==> src/rtl/divider_pkg.sv <==
// Shared definitions for the sequential signed divider: the controller
// state encoding, the default operand width and the iteration counter width.
package divider_pkg;

  // Default operand width: dividend is 2N bits, divisor/quotient/remainder N bits.
  localparam int DEFAULT_N = 8;

  // Counter width large enough to hold the iteration count 0..N.
  localparam int CNT_W = $clog2(DEFAULT_N + 1);

  // Controller states.
  typedef enum logic [1:0] {
    IDLE   = 2'd0,
    SETUP  = 2'd1,
    DIVIDE = 2'd2,
    FIX    = 2'd3
  } div_state_e;

  // Counter width for an arbitrary operand width.
  function automatic int cnt_width(input int n);
    return $clog2(n + 1);
  endfunction

endpackage

==> src/rtl/restoring_step.sv <==
// One iteration of restoring division on unsigned magnitudes: shift the
// next dividend bit into the partial remainder and subtract the divisor
// if the result stays non-negative.
module restoring_step #(
  parameter int N = 8
) (
  input  logic [N:0]   rem_i,
  input  logic         bit_i,
  input  logic [N-1:0] dmag_i,
  output logic [N:0]   rem_o,
  output logic         q_o
);

  logic [N:0]   shifted;
  logic [N+1:0] trial;

  // The partial remainder is always below the divisor magnitude, so after
  // the shift it still fits in N+1 bits; one extra bit catches the borrow.
  always_comb begin
    shifted = {rem_i[N-1:0], bit_i};
    trial   = {1'b0, shifted} - {2'b00, dmag_i};
    q_o     = ~trial[N+1];
    rem_o   = q_o ? trial[N:0] : shifted;
  end

endmodule

==> src/rtl/signed_divider.sv <==
// Sequential signed divider (2N-bit dividend / N-bit divisor). Works on
// magnitudes with a restoring algorithm, one quotient bit per clock, and
// applies the signs at the end. Shares the valid/done handshake of the
// Booth multiplier so a controller can drive either block.
module signed_divider
  import divider_pkg::*;
#(
  parameter int N = DEFAULT_N
) (
  input  logic           clk,
  input  logic           rst,
  input  logic           valid,
  input  logic [2*N-1:0] Dividend,
  input  logic [N-1:0]   Divisor,
  output logic [N-1:0]   Quot,
  output logic [N-1:0]   Rem,
  output logic           busy,
  output logic           done,
  output logic           div_zero,
  output logic           ovf
);

  localparam int CW = cnt_width(N);
  localparam logic [CW-1:0] LAST_ITER = CW'(N - 1);
  localparam logic [N-1:0]  QMAX_POS  = {1'b0, {(N-1){1'b1}}};
  localparam logic [N-1:0]  QMAX_NEG  = {1'b1, {(N-1){1'b0}}};

  div_state_e     state_q, state_d;
  logic [2*N-1:0] dvd_q, dvd_d;
  logic [N-1:0]   dvs_q, dvs_d;
  logic [N:0]     prem_q, prem_d;
  logic [N-1:0]   low_q, low_d;
  logic [N-1:0]   dmag_q, dmag_d;
  logic [CW-1:0]  cnt_q, cnt_d;
  logic           qneg_q, qneg_d;
  logic           rneg_q, rneg_d;
  logic           dz_q, dz_d;
  logic           ov_q, ov_d;
  logic [N-1:0]   quot_q, quot_d;
  logic [N-1:0]   rmd_q, rmd_d;
  logic           busy_q, busy_d;
  logic           done_q, done_d;
  logic           div_zero_q, div_zero_d;
  logic           ovf_q, ovf_d;

  logic [N:0]     step_rem;
  logic           step_q;
  logic [2*N-1:0] amag;
  logic [N-1:0]   bmag;
  logic           range_ovf;
  logic           fix_ovf;

  // Single shared iteration datapath, reused on every DIVIDE cycle.
  restoring_step #(.N(N)) u_step (
    .rem_i  (prem_q),
    .bit_i  (low_q[N-1]),
    .dmag_i (dmag_q),
    .rem_o  (step_rem),
    .q_o    (step_q)
  );

  // Operand magnitudes and the final signed range check; the 2N-bit
  // magnitude keeps the most negative dividend representable.
  always_comb begin
    amag      = dvd_q[2*N-1] ? -dvd_q : dvd_q;
    bmag      = dvs_q[N-1] ? -dvs_q : dvs_q;
    range_ovf = (!qneg_q && (low_q > QMAX_POS)) || (qneg_q && (low_q > QMAX_NEG));
    fix_ovf   = ov_q | (~dz_q & range_ovf);
  end

  // Next-state and datapath control for the IDLE/SETUP/DIVIDE/FIX sequence.
  always_comb begin
    state_d    = state_q;
    dvd_d      = dvd_q;
    dvs_d      = dvs_q;
    prem_d     = prem_q;
    low_d      = low_q;
    dmag_d     = dmag_q;
    cnt_d      = cnt_q;
    qneg_d     = qneg_q;
    rneg_d     = rneg_q;
    dz_d       = dz_q;
    ov_d       = ov_q;
    quot_d     = quot_q;
    rmd_d      = rmd_q;
    busy_d     = busy_q;
    done_d     = 1'b0;
    div_zero_d = div_zero_q;
    ovf_d      = ovf_q;

    unique case (state_q)
      IDLE: begin
        if (valid) begin
          dvd_d   = Dividend;
          dvs_d   = Divisor;
          busy_d  = 1'b1;
          state_d = SETUP;
        end
      end

      SETUP: begin
        dmag_d = bmag;
        qneg_d = dvd_q[2*N-1] ^ dvs_q[N-1];
        rneg_d = dvd_q[2*N-1];
        dz_d   = 1'b0;
        ov_d   = 1'b0;
        prem_d = {1'b0, amag[2*N-1:N]};
        low_d  = amag[N-1:0];
        cnt_d  = '0;
        if (dvs_q == '0) begin
          dz_d    = 1'b1;
          state_d = FIX;
        end else if (amag[2*N-1:N] >= bmag) begin
          ov_d    = 1'b1;
          state_d = FIX;
        end else begin
          state_d = DIVIDE;
        end
      end

      DIVIDE: begin
        prem_d = step_rem;
        low_d  = {low_q[N-2:0], step_q};
        cnt_d  = cnt_q + 1'b1;
        if (cnt_q == LAST_ITER) begin
          state_d = FIX;
        end
      end

      FIX: begin
        div_zero_d = dz_q;
        ovf_d      = fix_ovf;
        if (dz_q || fix_ovf) begin
          quot_d = '0;
          rmd_d  = '0;
        end else begin
          quot_d = qneg_q ? -low_q : low_q;
          rmd_d  = rneg_q ? -prem_q[N-1:0] : prem_q[N-1:0];
        end
        done_d  = 1'b1;
        busy_d  = 1'b0;
        state_d = IDLE;
      end

      default: state_d = IDLE;
    endcase
  end

  // State and datapath registers with synchronous reset.
  always_ff @(posedge clk) begin
    if (rst) begin
      state_q    <= IDLE;
      dvd_q      <= '0;
      dvs_q      <= '0;
      prem_q     <= '0;
      low_q      <= '0;
      dmag_q     <= '0;
      cnt_q      <= '0;
      qneg_q     <= 1'b0;
      rneg_q     <= 1'b0;
      dz_q       <= 1'b0;
      ov_q       <= 1'b0;
      quot_q     <= '0;
      rmd_q      <= '0;
      busy_q     <= 1'b0;
      done_q     <= 1'b0;
      div_zero_q <= 1'b0;
      ovf_q      <= 1'b0;
    end else begin
      state_q    <= state_d;
      dvd_q      <= dvd_d;
      dvs_q      <= dvs_d;
      prem_q     <= prem_d;
      low_q      <= low_d;
      dmag_q     <= dmag_d;
      cnt_q      <= cnt_d;
      qneg_q     <= qneg_d;
      rneg_q     <= rneg_d;
      dz_q       <= dz_d;
      ov_q       <= ov_d;
      quot_q     <= quot_d;
      rmd_q      <= rmd_d;
      busy_q     <= busy_d;
      done_q     <= done_d;
      div_zero_q <= div_zero_d;
      ovf_q      <= ovf_d;
    end
  end

  assign Quot     = quot_q;
  assign Rem      = rmd_q;
  assign busy     = busy_q;
  assign done     = done_q;
  assign div_zero = div_zero_q;
  assign ovf      = ovf_q;

endmodule
==> config.mk <==
export PLATFORM = sky130hd
export DESIGN_NAME = signed_divider
export DESIGN_NICKNAME = d
export VERILOG_FILES = /design/src/rtl/divider_pkg.sv /design/src/rtl/restoring_step.sv /design/src/rtl/signed_divider.sv
export SDC_FILE = /design/constraint.sdc
export NUM_CORES = 1
export LEC_CHECK = 0
export ABC_CLOCK_PERIOD_IN_PS = 3200
export BUFFER_PORTS_ARGS = -buffer_cell sky130_fd_sc_hd__buf_2
export CAP_MARGIN = 20
export CORE_UTILIZATION = 40
export CTS_CLUSTER_SIZE = 14
export DETAILED_ROUTE_END_ITERATION = 16
export GPL_TIMING_DRIVEN = 0
export SETUP_SLACK_MARGIN = 0.3
export SYNTH_ARGS = -nofsm -noshare
export SYNTH_HDL_FRONTEND = slang
export SYNTH_SLANG_ARGS = --single-unit
==> constraint.sdc <==
create_clock -name clk -period 3.2 [get_ports clk]
set_input_delay 0.16 -clock clk [delete_from_list [all_inputs] [get_ports clk]]
set_output_delay 0.16 -clock clk [all_outputs]
set_load 0.005 [all_outputs]
==> impl_metrics.py <==
metrics = {
    "cells_and_area": {
        "antenna-diode-count": 0,
        "post_route_cells_drive_above_1_share": 0.1641,
        "fin_nets": 640,
        "fin_util": 0.4864,
        "final_cells": 727,
        "layout.cell_area.non_filler_sq_um": 5044,
        "area_added_between_synthesis_and_finish_pct": 17.42,
    },
    "clocking": {
        "ctsLongestPathBuffers": 2,
        "numCtsBuffers": 9,
        "post_cts_hold_buffer_count": 0,
        "cts.sinks": 78,
        "tritoncts": "built",
        "htree_num_levels": 3,
        "cts.root.buffer_cell": "clkbuf_8",
        "clk_slew_on_worst_s_h_paths_ns": 0.09,
        "clock_insertion_delay_worst_skew_ns": 0.36,
    },
    "synth": {
        "synth-compound-area-share": 0.2054,
        "mappedNetlistArea_sq_um": 4295,
        "netlist_cell_types": 50,
        "synthMuxAreaShare": 0.04690,
        "synth_warnings": 0,
        "synth.area.top_cells": "dfxtp_1 (36%), nand2_1 (7.5%), ha_1 (7.3%)",
        "synth_area_per_cell_sq_um": 8.244,
        "synth_top_family_by_area": "compound AO/OA/AOI/OAI gates",
        "number_of_flip_flops_and_latches_in_the_synthesized_netlist": 78,
        "yosys.area_share.simple": 0.1823,
        "syn_nets": 574,
        "yosys.area_share.adder": 0.07748,
        "synth_xor_area_frac": 0.06933,
        "synth_cells": 521,
        "yosys-top-cells-count": "nand2_1 (86), dfxtp_1 (78), a21oi_1 (45)",
        "yosys.area.top_type": "dfxtp_1",
        "fraction_of_the_yosys_area_taken_by_sequential_cells": 0.3635,
        "ys_dominant_reg_cell": "dfxtp_1",
        "synth-edff-count": 0,
        "asyncSetResetFlopFracSynth": 0,
        "synth.most_common_cell": "nand2_1",
        "fraction_of_synthesized_cell_area_taken_by_the_top_area_cell_type": 0.3635,
    },
    "setup_path": {
        "crit_required_ns": 3.44,
        "rr_worst_depth": 12,
        "worstSetupEndpointType": "flip-flop",
        "reg2reg_to": "state_q[0]",
        "critical_path_class": "reg2reg",
        "r2r_slack_ns": 0.41,
        "critical_path.startpoint": "dvd_q[0]",
        "worst_ep_arrival_time_ns": 3.04,
        "crit_path_start_kind": "flip-flop",
        "critical_path_peak_fanout": 4,
        "crit-reg2reg-launch": "dvd_q[0]",
    },
    "floorplanning": {
        "floorplan.initialDensity": 0.4142,
        "ios": 47,
        "floorplan.die.height_microns": 105.6,
        "die_w_microns": 105.6,
        "rows": 37,
        "fp.coreArea_sq_um": 10370,
        "dieArea_sq_um": 11160,
    },
    "run": {
        "drv.max_cap_violation_count": 0,
    },
    "timing": {
        "final.period_utilization": 0.8727,
        "report.final.slew_viol_count": 0,
        "fin_worst_hold_slack_ns": 0.02336,
        "finalClockSkew_ns": 0.01464,
        "final_hold_viol_count": 0,
        "final.setup.tns_ns": 0,
        "worst_slack_ns": 0.4072,
        "relSlewSlack": 0.5490,
        "maximum_clock_frequency_mhz": 358.1,
        "worstMarginPinSlew_ns": 0.6765,
        "time_the_worst_path_needs_with_i_o_delays_and_setup_ns": 2.793,
        "grt_setup_unrepaired": "yes",
        "final_setup_violating_endpoints": 0,
    },
    "route": {
        "drc": 0,
        "drtAntennaViolNets": 0,
        "wl_microns": 10410,
        "dr_total_vias": 3748,
        "first_pass_iters": 4,
        "avgViaCountPerCell": 5.155,
        "drt_iter0_drc": 134,
        "wl_per_cell_microns": 14.32,
    },
    "global_routing": {
        "grt_max_degree": 14,
        "grtUsageMet3": 0.03649,
        "total_congestion_overflow": 0,
        "all_layer_gr_usage": 0.1954,
        "grt_first_pass_wirelength_microns": 17220,
        "use_met1": 0.2597,
        "met2_usage_in_global_routing": 0.3247,
        "grt_antenna_before_repair": 0,
        "global_route.peak_usage_layer": "met2",
        "grt_pass1_vias": 3574,
    },
    "power": {
        "totalPowerFinal_mw": 4.440,
        "power.static_leakage_nw": 1.996,
        "pwr_density_cell_nw_per_um2": 880.4,
        "irDropWorstVdd_mv": 0.3550,
    },
    "placement": {
        "placed_cells_incl_taps": 703,
        "place.gp.congestion": 0.8476,
        "dpl_worst_slack_ns": 0.06904,
        "placement.io_buffers": 46,
        "dp_hpwl_microns": 7929,
        "dpl_cell_area_sq_um": 4696,
    },
    "status": {
        "outcome": "complete, no violations",
    },
    "min_path": {
        "hold_path.startpoint": "Dividend[4]",
        "worst_hold_path_stage_count": 3,
        "hold_path.class": "in2reg",
        "min_to": "dvd_q[4]",
    },
}
## timing repair
item | in CTS | in global routing
gates resized for setup | 15 | 9
pin swaps | 9 | 10
buffers inserted | 6 | 3
setup endpoints to repair | 2 | 2
## kinds of logic after synthesis
logic type | Yosys count
AOI/OAI and AO/OA | 139
xor gates and xnor gates | 34
adders and majority gates | 26
buffers and inverters | 51
DFF | 78
muxes | 20
and+or+nand+nor | 173
## where the power goes
group	switching (mW)	internal, mW
logic	1.28	1.00
registers	0.193	1.15
clock network	0.378	0.438
total	1.85	2.59
## metal layers
metal,share of wire,up-vias
li1,-,1929
met1,0.48,1731
met2,0.46,77
met3,0.044,11
met4,0.011,0
met5,0,-
## layout make-up
type                       instances  area, sq um
fill                            1052         5326
multi-input combinational        392         2557
sequential                        78         1570
timing repair buffer              55        297.8
tap                              136        170.2
buffer                            28        150.1
clock buffer                      10        127.6
inverter                          23        86.33
clock inverter                     5        83.83
## registers in the layout, indices dropped and copies added (netlist names), 4 cells and up
name and count:
dmag_q 8, Quot 8, low_q 8, dvd_q 16
dvs_q 8, prem_q 8, cnt_q 4, Rem 8
## placed cells by master (no fill, tap or decap), drive strengths merged, types with 4 or more instances in the layout
cell type and count:
nand3 6, nand2b 7, nor3 4, inv 24, clkbuf 36, a21o 4
nand2 87, buf 57, xor2 18, a21oi 45, o31ai 12, a211oi 12
dfxtp 78, ha 25, or3 4, xnor2 16, o21ai 39, nor2 39
o41ai 4, nor2b 9, o21a 4, mux2i 19, o22ai 4
## critical path, cell delays in order, from the launching register on
cell	delay [ns]
dfxtp_4	0.36
inv_2	0.07
ha_4	0.13
or3b_4	0.39
or3_4	0.39
o41ai_4	0.26
xnor2_2	0.17
ha_1	0.28
buf_4	0.14
a31oi_1	0.20
o21ai_2	0.09
o21ai_1	0.13
a21boi_1	0.08
## how the worst max path moves through the flow
stage            endpoint  slack, ns  cells past startpoint
2_1_floorplan  state_q[0]       0.45                     13
3_3_place_gp   state_q[0]       0.08                     13
3_5_place_dp   state_q[0]       0.07                     13
4_1_cts        state_q[0]       0.29                     12
5_1_grt        state_q[0]       0.26                     12
6_report       state_q[0]       0.41                     12
(Power assumes the default switching activity.)
